<file path="config.mk">
export PLATFORM = sky130hd
export DESIGN_NAME = led_tick_bank
export DESIGN_NICKNAME = d
export VERILOG_FILES = /design/src/rtl/led_tick_bank_pkg.sv /design/src/rtl/led_tick_chan.sv /design/src/rtl/led_tick_bank.sv
export SDC_FILE = /design/constraint.sdc
export NUM_CORES = 1
export LEC_CHECK = 0
export ABC_AREA = 1
export BUFFER_PORTS_ARGS = -buffer_cell sky130_fd_sc_hd__buf_2
export CAP_MARGIN = 20
export CORE_ASPECT_RATIO = 0.8
export CORE_MARGIN = 8
export CORE_UTILIZATION = 45
export CTS_CLUSTER_DIAMETER = 50
export DETAILED_ROUTE_END_ITERATION = 8
export SLEW_MARGIN = 5
export SYNTH_ARGS = -nofsm -noshare
export SYNTH_HDL_FRONTEND = slang
export SYNTH_HIERARCHICAL = 1
export SYNTH_SLANG_ARGS = --single-unit
export TNS_END_PERCENT = 20
</file>
<file path="constraint.sdc">
create_clock -name clk -period 1.85 [get_ports clk]
set_input_delay 0.0925 -clock clk [delete_from_list [all_inputs] [get_ports clk]]
set_output_delay 0.0925 -clock clk [all_outputs]
set_load 0.01 [all_outputs]
</file>
<file path="src/rtl/led_tick_bank_pkg.sv">
// Shared types and constants for the LED tick bank: lock FSM encoding and
// settle-counter width.
package led_tick_bank_pkg;

    typedef enum logic [1:0] {
        ST_WAIT_LOCK = 2'd0,
        ST_SETTLE    = 2'd1,
        ST_RUN       = 2'd2
    } state_e;

    localparam int SETTLE_W = 16;

endpackage

</file>
<file path="src/rtl/led_tick_chan.sv">
// One tick channel: a prescaler that wraps at a programmable terminal value,
// a one-cycle tick on each wrap and a free-running wrap counter.
module led_tick_chan #(
    parameter int PRESC_W = 24,
    parameter int CNT_W   = 4
) (
    input  logic               clk,
    input  logic               rst,
    input  logic               i_run,
    input  logic               i_en,
    input  logic [PRESC_W-1:0] i_presc_max,
    output logic               o_tick,
    output logic [CNT_W-1:0]   o_cnt
);

    logic [PRESC_W-1:0] r_presc;

    // Prescaler/tick/counter update; the >= compare lets a lowered terminal value take effect at once
    always_ff @(posedge clk) begin
        if (rst || !i_run) begin
            r_presc <= {PRESC_W{1'b0}};
            o_tick  <= 1'b0;
            o_cnt   <= {CNT_W{1'b0}};
        end else if (i_en) begin
            if (r_presc >= i_presc_max) begin
                r_presc <= {PRESC_W{1'b0}};
                o_tick  <= 1'b1;
                o_cnt   <= o_cnt + CNT_W'(1);
            end else begin
                r_presc <= r_presc + PRESC_W'(1);
                o_tick  <= 1'b0;
                o_cnt   <= o_cnt;
            end
        end else begin
            r_presc <= r_presc;
            o_tick  <= 1'b0;
            o_cnt   <= o_cnt;
        end
    end

endmodule

</file>
<file path="src/rtl/led_tick_bank.sv">
// Bank of independent tick channels gated by a PLL-lock FSM (WAIT_LOCK ->
// SETTLE -> RUN). Define LED_TICK_BANK_SYNC_EN to pass locked through a 2-flop synchroniser.
import led_tick_bank_pkg::*;

module led_tick_bank #(
    parameter int NUM_CH        = 2,
    parameter int PRESC_W       = 24,
    parameter int CNT_W         = 4,
    parameter int SETTLE_CYCLES = 16
) (
    input  logic                      clk,
    input  logic                      rst,
    input  logic                      locked,
    input  logic [NUM_CH-1:0]         ch_en,
    input  logic [NUM_CH*PRESC_W-1:0] presc_max,
    output logic [NUM_CH-1:0]         tick,
    output logic [NUM_CH*CNT_W-1:0]   cnt_out,
    output logic                      running
);

    localparam logic [SETTLE_W-1:0] SETTLE_LAST = SETTLE_W'(SETTLE_CYCLES - 1);

    state_e              r_state;
    logic [SETTLE_W-1:0] r_settle;
    logic                w_lock_s;

`ifdef LED_TICK_BANK_SYNC_EN
    logic r_sync1;
    logic r_sync2;

    // Two-flop synchroniser for the asynchronous lock input
    always_ff @(posedge clk) begin
        if (rst) begin
            r_sync1 <= 1'b0;
            r_sync2 <= 1'b0;
        end else begin
            r_sync1 <= locked;
            r_sync2 <= r_sync1;
        end
    end

    assign w_lock_s = r_sync2;
`else
    assign w_lock_s = locked;
`endif

    // Lock FSM; running is set alongside the state so it matches (state==RUN) exactly
    always_ff @(posedge clk) begin
        if (rst) begin
            r_state  <= ST_WAIT_LOCK;
            r_settle <= {SETTLE_W{1'b0}};
            running  <= 1'b0;
        end else begin
            case (r_state)
                ST_WAIT_LOCK: begin
                    r_settle <= {SETTLE_W{1'b0}};
                    running  <= 1'b0;
                    if (w_lock_s) begin
                        r_state <= ST_SETTLE;
                    end else begin
                        r_state <= ST_WAIT_LOCK;
                    end
                end
                ST_SETTLE: begin
                    r_settle <= r_settle + SETTLE_W'(1);
                    if (!w_lock_s) begin
                        r_state <= ST_WAIT_LOCK;
                        running <= 1'b0;
                    end else if (r_settle == SETTLE_LAST) begin
                        r_state <= ST_RUN;
                        running <= 1'b1;
                    end else begin
                        r_state <= ST_SETTLE;
                        running <= 1'b0;
                    end
                end
                ST_RUN: begin
                    r_settle <= r_settle;
                    if (!w_lock_s) begin
                        r_state <= ST_WAIT_LOCK;
                        running <= 1'b0;
                    end else begin
                        r_state <= ST_RUN;
                        running <= 1'b1;
                    end
                end
                default: begin
                    r_state  <= ST_WAIT_LOCK;
                    r_settle <= {SETTLE_W{1'b0}};
                    running  <= 1'b0;
                end
            endcase
        end
    end

    // Channels see the registered running flag, so they advance one edge behind the FSM
    for (genvar g = 0; g < NUM_CH; g++) begin : g_chan
        led_tick_chan #(
            .PRESC_W (PRESC_W),
            .CNT_W   (CNT_W)
        ) u_chan (
            .clk         (clk),
            .rst         (rst),
            .i_run       (running),
            .i_en        (ch_en[g]),
            .i_presc_max (presc_max[g*PRESC_W +: PRESC_W]),
            .o_tick      (tick[g]),
            .o_cnt       (cnt_out[g*CNT_W +: CNT_W])
        );
    end

endmodule

</file>
==> results of run 1 <==
==> worst max-delay path: cells and delay by family, from the launching register on <==
family / cells / cell delay, ns
simple gates: 8 / 0.84
compound gates: 1 / 0.07
fa+ha+maj: 1 / 0.27
buf+inv: 1 / 0.15
flops: 1 / 0.37
==> final cells by class <==
type | instances | area [um^2] | area share
clock buffer | 13 | 280 | 0.0411
sequential | 77 | 1580 | 0.232
multi-input combinational | 566 | 3580 | 0.525
tap | 148 | 185 | 0.0271
clock inverter | 3 | 17.5 | 0.00257
inverter | 126 | 478 | 0.0701
timing repair buffer | 110 | 701 | 0.103
==> state kept, by name (all words and copies together), names as in the netlist <==
name,cells
r_state,2
g_chan.u_chan/r_presc,48
r_settle,16
g_chan.u_chan/o_tick,2
g_chan.u_chan/o_cnt,8
running,1
==> metal layers <==
layer,vias to the layer above,wire [um]
met3,12,847
met1,2327,6600
li1,2712,-
met5,-,0
met2,127,5740
met4,0,132
==> logic make-up after synthesis <==
logic type | after synthesis | synth area share
compound gates | 81 | 0.0850
simple gates | 410 | 0.353
xor+xnor | 18 | 0.0300
fa+ha+maj | 57 | 0.136
flops | 77 | 0.293
buf+inv | 133 | 0.103
==> worst min path at each step <==
stage / slack (ns) / end / from / depth (start not counted)
floorplan: 0.22 / r_state[0]$_SDFF_PP0_ / locked / 2
global placement: 0.35 / r_state[0]$_SDFF_PP0_ / locked / 3
detailed placement: 0.36 / r_state[0]$_SDFF_PP0_ / locked / 3
CTS: 0.004 / r_state[0]$_SDFF_PP0_ / locked / 3
global route: 0.02 / r_state[0]$_SDFF_PP0_ / locked / 3
finish: 0.02 / r_state[0]$_SDFF_PP0_ / locked / 3
==> cells in the final DEF, fill, tap and decap left out, types with 3 or more instances in the layout <==
master	instances
inv_1	121
nor4_1	8
nand2_1	158
nor2_2	16
ha_1	36
nand3_1	36
inv_2	3
a21oi_2	4
dfxtp_2	16
nor3_1	8
clkbuf_8	4
a21oi_1	36
xor2_1	10
nor2_4	8
nor2_1	118
clkbuf_16	10
buf_4	43
a21o_1	4
dfxtp_4	5
o22ai_1	4
ha_4	20
nand3_2	6
o21ai_1	6
dfxtp_1	56
xnor2_1	8
nand4_1	16
nand2_2	20
buf_2	63
o21ai_0	17
nand2_4	8
==> what timing repair did <==
action / CTS / global route
resized for setup: 19 / 79
endpoints found under the setup margin: 48 / 58
pin swaps: 5 / 27
gates cloned: 0 / 1
setup buffers: 1 / 2
endpoints found under the hold margin: 0 / 0
==> power groups by stage <==
stage               logic (W)  clock network (W)  registers [W]
global route         0.000263            0.00183        0.00165
CTS                  0.000192            0.00176        0.00166
global placement     0.000178                  0        0.00170
floorplan            0.000109                  0        0.00170
finish               0.000227            0.00171        0.00166
detailed placement   0.000188                  0        0.00170
==> metrics by stage <==
step,hold WS [ns],worst slack (ns)
global placement,0.350,-0.150
detailed placement,0.360,-0.225
CTS,0.00375,-0.0174
floorplan,0.215,0.188
global route,0.0173,-0.0697
finish,0.0190,0.0448
==> results.py, run 1 <==
metrics = {
    "status": {
        "status": "complete, no violations",
    },
    "setup_path": {
        "critPathMostFrequentCell": "nand2_4",
        "crit_chain": "ha_4, nand2_4, nor2_4, nand4_1, nor2_1, nand2_2, nand2_4, nand2_4, buf_6, o21ai_1, nor2_1",
        "crit_arrival_ns": 2.03,
        "r2r-end": "g_chan[1].u_chan/r_presc[14]$_SDFFE_PP0P_",
        "endpoint_kind": "register",
        "crit_path_start_kind": "register",
        "rr_worst_depth": 11,
        "cp-endpoint": "g_chan[1].u_chan/r_presc[14]$_SDFFE_PP0P_",
        "r2r-start": "g_chan[1].u_chan/r_presc[22]$_SDFFE_PP0P_",
        "max_stage_delay_ns": 0.37,
        "crit_path_top_delay_cell": "dfxtp_4",
        "crit_start": "g_chan[1].u_chan/r_presc[22]$_SDFFE_PP0P_",
        "cp_max_fo": 7,
        "required_ns": 2.08,
        "path_class": "register to register",
        "ff2ff_setup_slack_ns": 0.04,
    },
    "cts": {
        "root_buffer": "clkbuf_16",
        "cts_hold_buffers": 0,
        "clockBufferDepth": 2,
        "clk_pin_slew_ns": 0.06,
        "clock_tree.htree_level_count": 3,
        "cts_made_buffers": 9,
        "cts_tree": "yes",
        "cts.sinks": 77,
        "clk_latency_ns": 0.33,
    },
    "global_route": {
        "grt_util_met2": 0.256,
        "grt.total_usage": 0.172,
        "grt_pass1_wl_mm": 21.9,
        "grt_start_max_net_pins": 16,
        "antenna_found_initial": 0,
        "first_global_vias": 4818,
        "overflow": 0,
        "grt_busiest_layer": "met2",
        "grt.met1_usage": 0.242,
        "use_met3": 0.0388,
    },
    "final_layout": {
        "drive_gt1_frac": 0.274,
        "antenna_cells": 0,
        "layoutNonFillerInstCount": 1043,
        "fillers": 1117,
        "nNetsFinal": 1000,
        "syn2layout_area_growth_pct": 29.8,
        "postLayoutCellArea_um2": 6820,
        "final_core_util": 0.595,
    },
    "routing": {
        "via_per_inst": 4.96,
        "drtPass1Iterations": 5,
        "vias": 5178,
        "drc": 0,
        "detail_route.wl_per_cell_um": 12.8,
        "ant_nets": 0,
        "wl_mm": 13.3,
        "drtIter0Drc": 348,
    },
    "sta": {
        "min_period_ns": 1.81,
        "min_period_over_period": 0.976,
        "fin_tns_setup_ns": 0,
        "slew_violations": 0,
        "setup_viol": 0,
        "rsz0062_at_grt": "true",
        "tightest_slew_ns": 0.449,
        "fmax_ghz": 0.554,
        "timing_hold_violations_final": 0,
        "max_slew_margin": 0.700,
        "skew_ns": 0.00674,
    },
    "run": {
        "maxCapViolCount": 0,
    },
    "placed_design": {
        "dpl.hpwl_mm": 10.5,
        "placed_cells": 1023,
        "io_buffer_count": 63,
        "dpl_cell_area_um2": 6020,
        "gp_congestion": 0.859,
    },
    "synthesis": {
        "synth-async-reset-ratio": 0,
        "ys_seq_elements": 77,
        "synth_cell_types": 35,
        "synth_top_area_share": 0.293,
        "ys_warn_count": 6,
        "yosysSeqAreaShare": 0.293,
        "yosys-top-cells-area": "dfxtp_1, ha_1, nand2_1",
        "syn-num-nets": 886,
        "syn_inst": 776,
        "synth_top_flop_cell": "dfxtp_1",
        "synth_area_um2": 5260,
        "yosys-top-cells-count": "nand2_1, nor2_1, inv_1, dfxtp_1, ha_1",
        "yosysMostFrequentCell": "nand2_1",
        "synth_edf_count": 0,
        "syn_avg_cell_area_um2": 6.78,
        "synth_largest_area_cell": "dfxtp_1",
    },
    "power_and_ir_drop": {
        "p_sw_frac": 0.219,
        "ir_worst_vdd_v": 0.000511,
        "sequentialPowerShare": 0.460,
        "p_switching_w": 0.000789,
        "clkPwrFrac": 0.477,
        "leakagePower_nw": 3.15,
        "p_int_w": 0.00281,
        "finalPower_w": 0.00360,
        "power.density_nw_per_um2": 527,
        "p_comb_frac": 0.063,
    },
    "floorplan": {
        "die-area_um2": 15400,
        "ios": 64,
        "std_cell_rows": 35,
        "die-height_um": 113,
        "initial_core_util": 0.458,
        "die_x_um": 137,
        "core_um2": 11500,
    },
    "worst_hold_path": {
        "hp-class": "primary input to register",
    },
}
No activity file was read; power rests on OpenSTA's default activity.
==> inputs of run 2 (changes only) <==
--- a/config.mk
+++ b/config.mk
@@ -11,6 +11,7 @@
 export CORE_ASPECT_RATIO = 0.8
 export CORE_MARGIN = 8
 export CORE_UTILIZATION = 45
+export CTS_BUF_LIST = sky130_fd_sc_hd__clkbuf_4
 export CTS_CLUSTER_DIAMETER = 50
 export DETAILED_ROUTE_END_ITERATION = 8
 export SLEW_MARGIN = 5
==> results.py, run 2 (same netlist as run 1, synthesis figures left out) <==
metrics = {
    "cts": {
        "clk_latency_ns": 0.46,
        "cts_tree": "yes",
        "clock_tree.htree_level_count": 3,
        "cts_made_buffers": 9,
        "clk_pin_slew_ns": 0.13,
        "clockBufferDepth": 2,
        "cts.sinks": 77,
        "root_buffer": "clkbuf_4",
    },
    "final_layout": {
        "drive_gt1_frac": 0.306,
        "fillers": 1131,
        "nNetsFinal": 1008,
        "top_regs": "g_chan.u_chan/r_presc x48, r_settle x16, g_chan.u_chan/o_cnt x8",
        "final_core_util": 0.593,
        "final_common_cell": "nand2_1",
        "syn2layout_area_growth_pct": 29.5,
        "multiInputGateArea_um2": 3660,
        "top_register": "g_chan.u_chan/r_presc",
        "seqCellArea_um2": 1600,
        "largest_reg_flops": 48,
        "most-common-layout-cells": "nand2_1, inv_1, nor2_1, buf_2, dfxtp_1",
    },
    "sta": {
        "max_slew_margin": 0.671,
        "setup_ws_ns": 0.0223,
        "setup_viol": 0,
        "tightest_slew_ns": 0.493,
        "skew_ns": 0.0154,
        "slew_violations": 0,
        "hold_slack_ns": 0.0767,
        "min_period_over_period": 0.988,
        "timing_hold_violations_final": 0,
        "rsz0062_at_grt": "true",
        "min_period_ns": 1.83,
        "fin_tns_setup_ns": 0,
        "fmax_ghz": 0.547,
    },
    "placed_design": {
        "gp_congestion": 0.859,
        "dpl.hpwl_mm": 10.5,
        "dp_slack_ns": -0.225,
        "io_buffer_count": 63,
    },
    "floorplan": {
        "die_x_um": 137,
        "ios": 64,
        "die-area_um2": 15400,
        "std_cell_rows": 35,
        "initial_core_util": 0.458,
        "core_um2": 11500,
        "die-height_um": 113,
    },
    "worst_hold_path": {
        "hp-class": "primary input to register",
        "min_path_cells": 4,
        "worstHoldStart": "rst",
        "hold_end": "g_chan[0].u_chan/o_cnt[0]$_SDFFE_PP0P_",
    },
    "routing": {
        "detail_route.wl_per_cell_um": 12.9,
        "vias": 5215,
        "drtIter0Drc": 331,
        "ant_nets": 0,
        "wl_mm": 13.6,
        "via_per_inst": 4.96,
        "drtPass1Iterations": 5,
        "drc": 0,
    },
    "setup_path": {
        "endpoint_kind": "register",
        "r2r-start": "g_chan[1].u_chan/r_presc[22]$_SDFFE_PP0P_",
        "crit_path_top_delay_cell": "dfxtp_4",
        "crit_arrival_ns": 2.18,
        "max_stage_delay_ns": 0.38,
        "crit_path_start_kind": "register",
        "r2r-end": "g_chan[1].u_chan/r_presc[12]$_SDFFE_PP0P_",
        "path_class": "register to register",
        "critPathMostFrequentCell": "nand2_4",
        "cp_max_fo": 7,
        "rr_worst_depth": 11,
        "required_ns": 2.21,
        "crit_chain": "ha_4, nand2_4, nor2_4, nand4_1, nor2_1, nand2_2, nand2_4, nand2_4, buf_8, nand2_1, nor2_1",
        "ff2ff_setup_slack_ns": 0.02,
    },
    "global_route": {
        "grt_start_max_net_pins": 16,
        "antenna_found_initial": 1,
        "grt.total_usage": 0.174,
        "overflow": 0,
        "grt_pass1_wl_mm": 22.1,
        "first_global_vias": 4849,
    },
    "power_and_ir_drop": {
        "leakagePower_nw": 3.14,
        "power.density_nw_per_um2": 401,
        "ir_worst_vdd_v": 0.000379,
    },
    "status": {
        "status": "complete, no violations",
    },
    "run": {
        "maxCapViolCount": 0,
    },
}
-- run 2: cell count changes in the layout (fill, tap and decap cells not counted), sizes merged --
cell	change
diode	+1
clkinv	+4
clkbuf	-4
buf	+4
dlygate4sd3	+4
-- run 2: report_power, final --
group / leakage [nW] / switching [W] / internal, W
clock network: 0.0557 / 0.000590 / 0.000253
registers: 0.638 / 0.00000249 / 0.00165
logic: 2.45 / 0.000126 / 0.000112
total: 3.14 / 0.000718 / 0.00201
-- run 2: cell type report --
| type | count | area share |
|---|---|---|
| Antenna cell | 1 | 0.000368 |
| Clock buffer | 9 | 0.00992 |
| Multi-Input combinational cell | 566 | 0.538 |
| Timing Repair Buffer | 118 | 0.114 |
| Tap cell | 148 | 0.0272 |
| Inverter | 126 | 0.0706 |
| Clock inverter | 7 | 0.00478 |
| Sequential cell | 77 | 0.235 |
-- run 2: what timing repair did --
action,4_1_cts,5_1_grt
hold buffers,4,0
pin swaps,5,37
gates cloned,0,1
resized for setup,24,116
endpoints found under the setup margin,51,57
endpoints found under the hold margin,7,0
buffers inserted,2,7
-- run 2: how the worst max path moves through the flow --
stage | from | end | slack (ns) | cells past startpoint
after detailed placement | g_chan[1].u_chan/r_presc[11]$_SDFFE_PP0P_ | g_chan[1].u_chan/r_presc[8]$_SDFFE_PP0P_ | -0.22 | 12
after CTS | g_chan[0].u_chan/r_presc[7]$_SDFFE_PP0P_ | g_chan[0].u_chan/o_cnt[2]$_SDFFE_PP0P_ | -0.03 | 13
after global placement | g_chan[1].u_chan/r_presc[11]$_SDFFE_PP0P_ | g_chan[1].u_chan/r_presc[20]$_SDFFE_PP0P_ | -0.15 | 12
final | g_chan[1].u_chan/r_presc[22]$_SDFFE_PP0P_ | g_chan[1].u_chan/r_presc[12]$_SDFFE_PP0P_ | 0.02 | 11
after global routing | g_chan[1].u_chan/r_presc[16]$_SDFFE_PP0P_ | g_chan[1].u_chan/r_presc[23]$_SDFFE_PP0P_ | -0.08 | 11
after floorplan | g_chan[1].u_chan/r_presc[7]$_SDFFE_PP0P_ | g_chan[1].u_chan/o_cnt[3]$_SDFFE_PP0P_ | 0.19 | 13
-- run 2: per-stage QoR --
step                      instance area [um^2]  instances  total power, W
after floorplan                           5260        776         0.00181
after global placement                    6020       1023         0.00188
after detailed placement                  6020       1023         0.00189
after CTS                                 6250       1045         0.00274
after global routing                      6810       1052         0.00288
final                                     6810       1052         0.00273
-- run 2: critical path: cells and delay by family (launching register included) --
kind | cells | cell delay [ns]
adders and majority gates | 1 | 0.27
DFF | 1 | 0.38
and+or+nand+nor | 9 | 0.91
buffers and inverters | 1 | 0.15
-- run 2: per-layer routing --
| layer | part of all wire | vias to the layer above | track usage |
|---|---|---|---|
| met5 | 0 | - | 0 |
| met1 | 0.49 | 2344 | 0.243 |
| met4 | 0.013 | 0 | 0.0441 |
| met2 | 0.43 | 117 | 0.256 |
| met3 | 0.066 | 20 | 0.0500 |
| li1 | - | 2734 | - |
